<file path="config.mk">
export PLATFORM = sky130hd
export DESIGN_NAME = risc16_dbg_port
export DESIGN_NICKNAME = d
export VERILOG_FILES = /design/src/rtl/risc16_dbg_port.sv
export SDC_FILE = /design/constraint.sdc
export NUM_CORES = 1
export LEC_CHECK = 0
export CORE_ASPECT_RATIO = 1.1
export CORE_MARGIN = 2
export CORE_UTILIZATION = 37
export DETAILED_ROUTE_END_ITERATION = 10
export PLACE_DENSITY = 0.76
export RECOVER_POWER = 100
export SYNTH_ARGS = -nofsm -noshare
export SYNTH_HDL_FRONTEND = slang
export SYNTH_SLANG_ARGS = --single-unit
</file>
<file path="constraint.sdc">
create_clock -name clk -period 1.4 [get_ports clk]
set_input_delay 0.21 -clock clk [delete_from_list [all_inputs] [get_ports clk]]
set_output_delay 0.21 -clock clk [all_outputs]
set_load 0.02 [all_outputs]
</file>
<file path="src/rtl/risc16_dbg_port.sv">
// Debug responder for the RISC16 core: halts the CPU, performs one debug-bus access, returns the result.
// Optional sticky halt control register enabled by defining RISC16_DBG_STICKY_HALT_EN.
module risc16_dbg_port #(
    parameter int ADDR_W       = 8,
    parameter int DATA_W       = 16,
    parameter int HALT_TIMEOUT = 15
) (
    input  logic              clk,
    input  logic              rst,
    input  logic              req_valid,
    output logic              req_ready,
    input  logic              req_write,
    input  logic [1:0]        req_space,
    input  logic [ADDR_W-1:0] req_addr,
    input  logic [DATA_W-1:0] req_wdata,
    output logic              resp_valid,
    input  logic              resp_ready,
    output logic [DATA_W-1:0] resp_rdata,
    output logic              resp_err,
    output logic              cpu_halt,
    input  logic              cpu_halted,
    output logic              dbg_re,
    output logic              dbg_we,
    output logic [1:0]        dbg_space,
    output logic [ADDR_W-1:0] dbg_addr,
    output logic [DATA_W-1:0] dbg_wdata,
    input  logic [DATA_W-1:0] dbg_rdata
);

    // Handshakes: a request moves on req_valid & req_ready, a response on resp_valid & resp_ready;
    // the response fields stay stable until accepted.

    localparam int CNT_W = $clog2(HALT_TIMEOUT + 1);
    localparam logic [CNT_W-1:0] CNT_LAST = CNT_W'(HALT_TIMEOUT - 1);

    typedef enum logic [2:0] {
        S_IDLE      = 3'd0,
        S_HALT_WAIT = 3'd1,
        S_ACCESS    = 3'd2,
        S_RDWAIT    = 3'd3,
        S_RESP      = 3'd4
    } state_t;

    state_t            r_state;
    state_t            w_next;
    logic [CNT_W-1:0]  r_cnt;
    logic              r_write;
    logic              r_busy;
    logic [1:0]        r_space;
    logic [ADDR_W-1:0] r_addr;
    logic [DATA_W-1:0] r_wdata;
    logic [DATA_W-1:0] r_resp_rdata;
    logic              r_resp_err;

    logic              w_ctrl;
    logic              w_immediate;
    logic              w_imm_err;
    logic [DATA_W-1:0] w_imm_rdata;

    // r0 is hardwired zero, so its accesses never need the CPU stopped.
    assign w_ctrl      = (req_space == 2'd3);
    assign w_immediate = w_ctrl || (req_space == 2'd0 && req_addr[2:0] == 3'd0);

`ifdef RISC16_DBG_STICKY_HALT_EN
    logic r_halt_latch;
    assign w_imm_err   = 1'b0;
    assign w_imm_rdata = (w_ctrl && !req_write) ? {{(DATA_W-1){1'b0}}, r_halt_latch} : '0;
    assign cpu_halt    = r_busy | r_halt_latch;
`else
    assign w_imm_err   = w_ctrl;
    assign w_imm_rdata = '0;
    assign cpu_halt    = r_busy;
`endif

    assign dbg_space  = r_space;
    assign dbg_addr   = r_addr;
    assign dbg_wdata  = r_wdata;
    assign resp_rdata = r_resp_rdata;
    assign resp_err   = r_resp_err;

    always_ff @(posedge clk) begin
        if (rst) r_state <= S_IDLE;
        else     r_state <= w_next;
    end

    always_comb begin
        w_next     = r_state;
        req_ready  = 1'b0;
        resp_valid = 1'b0;
        dbg_re     = 1'b0;
        dbg_we     = 1'b0;
        case (r_state)
            S_IDLE: begin
                req_ready = 1'b1;
                if (req_valid) w_next = w_immediate ? S_RESP : S_HALT_WAIT;
            end
            S_HALT_WAIT: begin
                if (cpu_halted)             w_next = S_ACCESS;
                else if (r_cnt == CNT_LAST) w_next = S_RESP;
            end
            S_ACCESS: begin
                dbg_we = r_write;
                dbg_re = !r_write;
                w_next = r_write ? S_RESP : S_RDWAIT;
            end
            S_RDWAIT: w_next = S_RESP;
            S_RESP: begin
                resp_valid = 1'b1;
                if (resp_ready) w_next = S_IDLE;
            end
            default: w_next = S_IDLE;
        endcase
    end

    always_ff @(posedge clk) begin
        if (rst) begin
            r_cnt        <= '0;
            r_write      <= 1'b0;
            r_busy       <= 1'b0;
            r_space      <= '0;
            r_addr       <= '0;
            r_wdata      <= '0;
            r_resp_rdata <= '0;
            r_resp_err   <= 1'b0;
`ifdef RISC16_DBG_STICKY_HALT_EN
            r_halt_latch <= 1'b0;
`endif
        end else begin
            case (r_state)
                S_IDLE: begin
                    if (req_valid) begin
                        r_write      <= req_write;
                        r_space      <= req_space;
                        r_addr       <= req_addr;
                        r_wdata      <= req_wdata;
                        r_cnt        <= '0;
                        r_resp_rdata <= w_imm_rdata;
                        r_resp_err   <= w_imm_err;
                        r_busy       <= !w_immediate;
`ifdef RISC16_DBG_STICKY_HALT_EN
                        if (w_ctrl && req_write) r_halt_latch <= req_wdata[0];
`endif
                    end
                end
                S_HALT_WAIT: begin
                    if (!cpu_halted) begin
                        r_cnt <= r_cnt + CNT_W'(1);
                        if (r_cnt == CNT_LAST) r_resp_err <= 1'b1;
                    end
                end
                S_RDWAIT: r_resp_rdata <= dbg_rdata;
                S_RESP: begin
                    // Halt request is released on the same edge that consumes the response.
                    if (resp_ready) begin
                        r_busy       <= 1'b0;
                        r_resp_rdata <= '0;
                        r_resp_err   <= 1'b0;
                    end
                end
                default: ;
            endcase
        end
    end

endmodule

</file>
* Yosys cells after proc, flatten, opt, wreduce, memory -nomap -nowiden
Index checks and enable logic that the tools add are counted.
** Operators by class
- $lt $le $gt $ge :: 0
- Reductions and logical operators :: 17
- Shift operators :: 0
- Bitwise operators :: 0
- Equality and inequality tests :: 11
- Mux-type cells :: 24
- Add/sub/neg operators :: 1
- $mul :: 0
- Divide/modulo/power cells :: 0
** Operators by type and width (count)
- case mux 16 bit (3 select lines) :: 1
- two-way mux 16 bit :: 2
- two-way mux 3 bit :: 6
- case mux 3 bit (5 select lines) :: 1
- AND reduction 3 bit :: 4
- two-way mux 1 bit :: 9
- two-way mux 4 bit :: 2
- != test 2 bit, second input constant :: 4
- case mux 4 bit (2 select lines) :: 1
- == test 3 x 2 -> 1 bit, second input constant :: 2
- zero test 3 bit :: 2
- nonzero test 3 bit :: 2
- AND reduction 5 bit :: 1
- adder 4 x 1 -> 4 bit, second input constant :: 1
- == test 4 bit, second input constant :: 1
- nonzero test 2 bit :: 2
- == test 3 x 1 -> 1 bit, second input constant :: 1
- == test 3 bit, second input constant :: 1
- != test 3 bit, second input constant :: 1
- case mux 1 bit (3 select lines) :: 1
- == test 2 bit, second input constant :: 1
- zero test 1 bit :: 2
- zero test 2 bit :: 1
- case mux 1 bit (2 select lines) :: 1
- other kinds (3) :: 3
** Storage, ports and cells
- Output and inout bits :: 48
- Input port bits :: 48
- Memories :: 0
- Bits in read-only memories :: 0
- Bits in writable memories :: 0
- Flip-flop bits (word level) :: 52
- Latch bits :: 0

* Logic depth before layout (Yosys ltp)
Gate-level depths: netlist (run 1).
- Depth after elaboration :: 6
- Gate-level depth with buffers :: 7

* Worst setup path after synthesis (run 1)
OpenSTA, ideal clock, no wires.
- Path type :: register to register
- From :: reg r_state[0]
- To :: reg r_state[0]
- Arrival time :: 1676 ps
- Stages on the path, launching flop included :: 6
- Data required time :: 1312 ps
- Path slack :: -365 ps
- Library setup time :: 88 ps
- Cell sequence :: dfxtp_1 buf_2 buf_2 nor4_1 a211oi_1 nor4_2
** Between the ends
- Cells in the longest elaborated chain, start to end :: 3
- Elaborated cells between the ends (all ways) :: 10
** Ends and longest elaborated chain
- start: declaration :: line 44 : state_t r_state;
- start signal: assignment :: line 83 : else r_state <= w_next;
- == test 3 x 1 -> 1 bit (tied with other cells) :: line 92 : case (r_state)
- != test 3 bit (no source line) or != test 2 bit (tied branches)
- AND reduction 3 bit (no source line)
Parallel ways exist; a longest one is shown, timed or not.
A chain may end at the register's enable or synchronous reset.

* Final worst setup path (run 1)
- From :: reg r_state[1]
- To :: reg r_state[0]
The elaborated chain is that of the path after synthesis.

==> results of run 1 <==
-- registers in the layout, indices dropped and copies added (netlist names) --
name and cells:
resp_err 1, resp_rdata 16, r_cnt 4, dbg_addr 8, r_state 3, r_write 1, cpu_halt 1, dbg_wdata 16
dbg_space 2
-- where the power goes --
group          internal, mW  leakage (nW)  switching (mW)
clock                 0.541        0.0558           0.492
combinational         0.499          1.05           0.523
sequential             1.57         0.426          0.0614
total                  2.61          1.53            1.08
-- logic make-up (layout without fill, tap and decap cells) --
| kind of cell | Yosys count | after routing |
|---|---|---|
| flops | 52 | 52 |
| buf+inv | 22 | 143 |
| simple gates | 105 | 105 |
| xor+xnor | 2 | 2 |
| mux | 1 | 1 |
| fa+ha+maj | 2 | 2 |
| compound gates | 59 | 59 |
-- per-stage QoR --
stage                     hold slack, ps  instance area (sq um)
after CTS                          268.5                   3436
after floorplan                    346.0                   2128
after global placement             441.3                   3281
after detailed placement           446.2                   3281
after global routing               289.3                   3567
final                              274.8                   3567
-- critical path: cells and delay by family (launching register included) --
| kind | cells | cell delay (ps) |
|---|---|---|
| and+or+nand+nor | 2 | 770 |
| DFF | 1 | 370 |
| AOI/OAI and AO/OA | 2 | 260 |
| buffers and inverters | 1 | 110 |
-- path summary, 6_finish.rpt --
check	from	to	slack, ps	cells past startpoint
worst min register to register	dbg_space[1]	dbg_space[1]	450	2
worst max register to register	r_state[1]	r_state[0]	-200	5
worst max-delay path	r_state[1]	r_state[0]	-200	5
worst min-delay path	rst	resp_rdata[5]	270	2
-- layer usage --
| metal | GRT usage (%) | vias up | part of all wire (%) |
|---|---|---|---|
| met5 | 0 | - | 0 |
| met4 | 5.614 | 0 | 1.6 |
| met3 | 5.583 | 10 | 6.9 |
| met2 | 32.87 | 76 | 51 |
| met1 | 21.60 | 1000 | 41 |
| li1 | - | 1089 | - |
-- what timing repair did --
| action | CTS | global route |
|---|---|---|
| hold buffers | 0 | 0 |
| cloned | 3 | 0 |
| pin swaps | 1 | 13 |
| resized for setup | 85 | 26 |
| setup endpoints to repair | 98 | 54 |
| endpoints found under the hold margin | 0 | 0 |
| buffers inserted | 3 | 5 |
-- synthesized netlist by cell type, types with 3 or more instances --
master | count | area (sq um)
nor3_1 | 7 | 35.03
inv_1 | 3 | 11.26
a21oi_1 | 31 | 155.2
nand2_1 | 60 | 225.2
dfxtp_1 | 52 | 1041
buf_2 | 7 | 35.03
nor2_1 | 23 | 86.33
a32oi_1 | 16 | 140.1
clkbuf_1 | 8 | 30.03
-- final cells by class --
cell class	count	area, sq um	area share, %
Timing Repair Buffer	132	1209	33.88
Multi-Input combinational cell	169	1092	30.62
Clock inverter	2	38.79	1.087
Inverter	3	11.26	0.3157
Tap cell	75	93.84	2.631
Sequential cell	52	1050	29.43
Clock buffer	6	72.57	2.034
-- layout by cell type, fill, tap and decap left out, types with 3 or more instances in the layout --
cell,instances
nor3_1,6
a21oi_1,22
a21oi_2,9
buf_6,10
clkdlybuf4s50_1,46
a32oi_2,3
nor2_1,22
nand2_1,55
buf_4,30
a32oi_1,13
nand2_2,4
dfxtp_1,49
clkbuf_8,5
dlygate4sd2_1,44
==> qor.txt, run 1 <==
# fillers - 478
Post-synth EDFFs - 0
drt via density - 4.954
Bufs on Longest Clock Path - 2
# rows - 28
CP max FO - 5
CTS Buf Count - 5
maxcap violations - 0
via count - 2175
1st-iter DRT viols - 63
mux contribution to synthesized area - 0.4819%
power per cell area - 1034 nW/um^2
PnR worst setup slack - -198.6 ps
Slew headroom - 72.56%
syn_nets - 293
global-route wire length before repair - 8.970 mm
Synth Register Bits - 52
Clock Tree Root - clkbuf_8
Distinct cells, synth - 37
Synthesis Warnings - 0
die area - 6229 sq um
Setup WS pre-CTS - -489.9 ps
fmax - 0.6256 GHz
global route overflow - 0
layout cells sized above 1 - 23.08%
Arr. time, crit path - 1800 ps
worst slew pin tran - 411.6 ps
Die Wd - 75.44 microns
Max Slew Vio Count - 0
final setup TNS - -4247 ps
compound-cell area share of the yosys netlist - 18.80%
P_leak - 1.528 nW
Core ar. - 5395 sq um
WL final - 6.078 mm
Placed Cells - 421
TritonCTS clock tree - yes
main combinational cell family by area after synthesis - simple AND/OR/NAND/NOR gates
RSZ-0062 raised after global routing - yes
Synth Area in Adders - 1.205%
io pins - 96
drt pass-1 iters - 4
Num Clock Sinks - 52
Post-DRT Antenna Nets - 0
period utilisation layout - 114.2%
post-synthesis cell count - 243
Post-Syn Area per Cell - 8.547 sq um
number of port buffers - 95
Startpoint Class - register
min Tclk post-route - 1599 ps
mapped cell area - 2077 sq um
Die Span Y - 82.58 microns
DRC viols - 0
antenna cells - 0
total design power - 3.688 mW
asr flop ratio synth - 0%
peak supply drop - 0.0006762 V
largest net degree at the start of global routing - 24
Synth Flop Type - dfxtp_1
GRT Overall Usage - 18.67%
Post-Route Utilization - 66.12%
final hold vios - 0
status - complete, but fails checks
initial antenna violation count - 0
Final #Nets - 413
Synth Area in Simple Gates - 23.43%
Synth Area in XOR/XNOR - 0.8434%
WL/cell - 13.85 microns
CP required - 1600 ps
clock latency on the worst-skew pair - 300 ps
Hold/Removal Path Class - in2reg
crit path cell chain - buf_6 > or4b_4 > a31oi_4 > a211oi_2 > nor4_2
Post-Route Skew - 7.382 ps
area grow syn2layout - 71.75%
Crit-path slowest cell - or4b_4
DP Wirelength - 4.008 mm
failing checks - setup timing
H-tree levels - 2
Worst-path clk slew - 90 ps
kind of critical path - reg2reg
register area share after synthesis - 50.12%
non-filler cells in the finished layout - 439
final setup fails - 54
Worst Setup End Kind - register
vias in the first global route - 2017
GP Congestion - 0.8020
starting density of the core - 38.50%
Slowest Stage Delay on Critical Path - 550 ps
(Power assumes the default switching activity.)
==> inputs of run 2 (changes only) <==
--- a/config.mk
+++ b/config.mk
@@ -6,7 +6,6 @@
 export NUM_CORES = 1
 export LEC_CHECK = 0
 export CORE_ASPECT_RATIO = 1.1
-export CORE_MARGIN = 2
 export CORE_UTILIZATION = 37
 export DETAILED_ROUTE_END_ITERATION = 10
 export PLACE_DENSITY = 0.76
==> constraint.sdc (replaced) <==
create_clock -name clk -period 1.3 [get_ports clk]
set_input_delay 0.195 -clock clk [delete_from_list [all_inputs] [get_ports clk]]
set_output_delay 0.195 -clock clk [all_outputs]
set_load 0.02 [all_outputs]
==> qor.txt, run 2 (same netlist as run 1, synthesis figures left out) <==
PnR worst setup slack - -297.1 ps
# rows - 28
Clock Power Share - 29.0%
WHS Endpoint - dbg_addr[5]
min Tclk post-route - 1597 ps
CP max FO - 3
Post-DRT Antenna Nets - 0
logic gate share of total power - 33.2%
CP required - 1490 ps
WL final - 7.809 mm
via count - 2363
power per cell area - 1146 nW/um^2
DP Wirelength - 4.139 mm
final hold vios - 0
final setup fails - 54
FF-to-FF Start - r_state[2]
vias in the first global route - 2442
layout cells sized above 1 - 40.53%
Crit path buffers/inverters - 1
Worst-path clk slew - 100 ps
TritonCTS clock tree - yes
number of port buffers - 95
Die Span Y - 80.58 microns
met3 global-route usage - 6.775%
global-route wire length before repair - 11.96 mm
post-route cell area - 4106 sq um
most frequent cells in the layout - dfxtp_1, clkdlybuf4s50_1, dlygate4sd2_1
P_leak - 1.741 nW
GRT Overall Usage - 26.93%
die area - 5917 sq um
Reg power frac - 37.8%
setup slack, reg-to-reg - -300 ps
global route overflow - 0
period utilisation layout - 122.9%
failing checks - setup timing
GR Util met2 - 48.80%
most common cell after layout, fill and taps aside - dfxtp_1
global route hottest layer - met2
1st-iter DRT viols - 116
kind of critical path - reg2reg
WL/cell - 17.16 microns
Arr. time, crit path - 1790 ps
Crit-path slowest cell - or4b_4
maxcap violations - 0
Die Wd - 73.44 microns
Startpoint Class - register
Num Clock Sinks - 52
worst slew pin tran - 532.3 ps
Slowest Stage Delay on Critical Path - 540 ps
Worst Hold Depth - 2
io pins - 96
R2R depth - 5
Slew headroom - 64.51%
Worst Setup End Kind - register
CTS Buf Count - 5
crit path cell chain - or4b_4 > a31oi_4 > buf_4 > o32a_1 > a21oi_2
DRC viols - 0
peak supply drop - 0.0009766 V
Max Slew Vio Count - 0
net switching power - 1.424 mW
drt via density - 5.193
GP Congestion - 0.7606
antenna cells - 0
Final #Nets - 429
fmax - 0.6261 GHz
starting density of the core - 38.50%
Clock Tree Root - clkbuf_8
status - complete, but fails checks
Pint - 3.281 mW
area grow syn2layout - 97.71%
Hold/Removal Path Class - in2reg
Post-Route Skew - 10.65 ps
Core ar. - 5395 sq um
Post-DP Area - 3322 sq um
hold path start - rst
grt met1 use - 30.05%
sw frac - 30.26%
H-tree levels - 2
RSZ-0062 raised after global routing - yes
largest net degree at the start of global routing - 37
Bufs on Longest Clock Path - 2
initial antenna violation count - 0
total design power - 4.705 mW
clock latency on the worst-skew pair - 320 ps
drt pass-1 iters - 4
R2R Path End - r_state[2]
Worst path top cell family by delay - simple AND/OR/NAND/NOR gates
run 2: cell types whose count changed in the layout (fill, tap and decap cells not counted), sizes merged:
cell / change
clkbuf: -1
a21o: +1
clkdlybuf4s15: +1
bufinv: +1
buf: +15
dlygate4sd2: -1
run 2: how the worst max path moves through the flow:
stage	start	slack [ps]	depth (start not counted)	endpoint
finish	r_state[2]	-300	5	r_state[2]
floorplan	r_state[0]	-190	6	resp_rdata[6]
global route	r_state[2]	-330	5	r_state[2]
global placement	req_valid	-520	5	resp_rdata[6]
detailed placement	req_valid	-570	5	resp_rdata[9]
CTS	r_state[2]	-170	4	r_state[0]
run 2: power groups by stage:
stage / registers [mW] / logic, mW / clock network (mW)
6_report: 1.78 / 1.56 / 1.36
5_1_grt: 1.79 / 1.65 / 1.42
2_1_floorplan: 1.89 / 0.414 / 0
3_5_place_dp: 1.81 / 1.02 / 0
4_1_cts: 1.77 / 1.46 / 1.35
3_3_place_gp: 1.80 / 1.01 / 0
run 2: metrics by stage:
step	hold WS [ps]	setup slack [ps]	utilization [%]	TNS, ps	std cells
final	305.5	-297.1	76.11	-8613	455
after global placement	440.5	-519.9	61.57	-20290	422
after detailed placement	446.4	-565.7	61.57	-21760	422
after CTS	285.2	-167.6	73.59	-4970	450
after global routing	307.4	-331.5	76.11	-12010	455
after floorplan	331.0	-186.6	-	-4589	243
run 2: area by class of cell:
class / count / area, sq um
clock buffers: 5 / 68.82
clock inverters: 3 / 68.82
fillers: 391 / 1289
inverters: 3 / 11.26
multi-input cells: 170 / 1324
flip-flops and latches: 52 / 1055
well taps: 75 / 93.84
repair buffers: 147 / 1485
run 2: metal layers:
metal	vias to the layer above	wire [microns]
met2	97	4077
met4	0	187
met3	16	526
met5	-	0
li1	1119	-
met1	1131	3018
run 2: timing repair:
action,in CTS,in global routing
endpoints found under the setup margin,99,56
pin swaps,68,18
buffers inserted,15,6
gates cloned,6,0
gates resized for setup,157,29
hold buffers,0,0
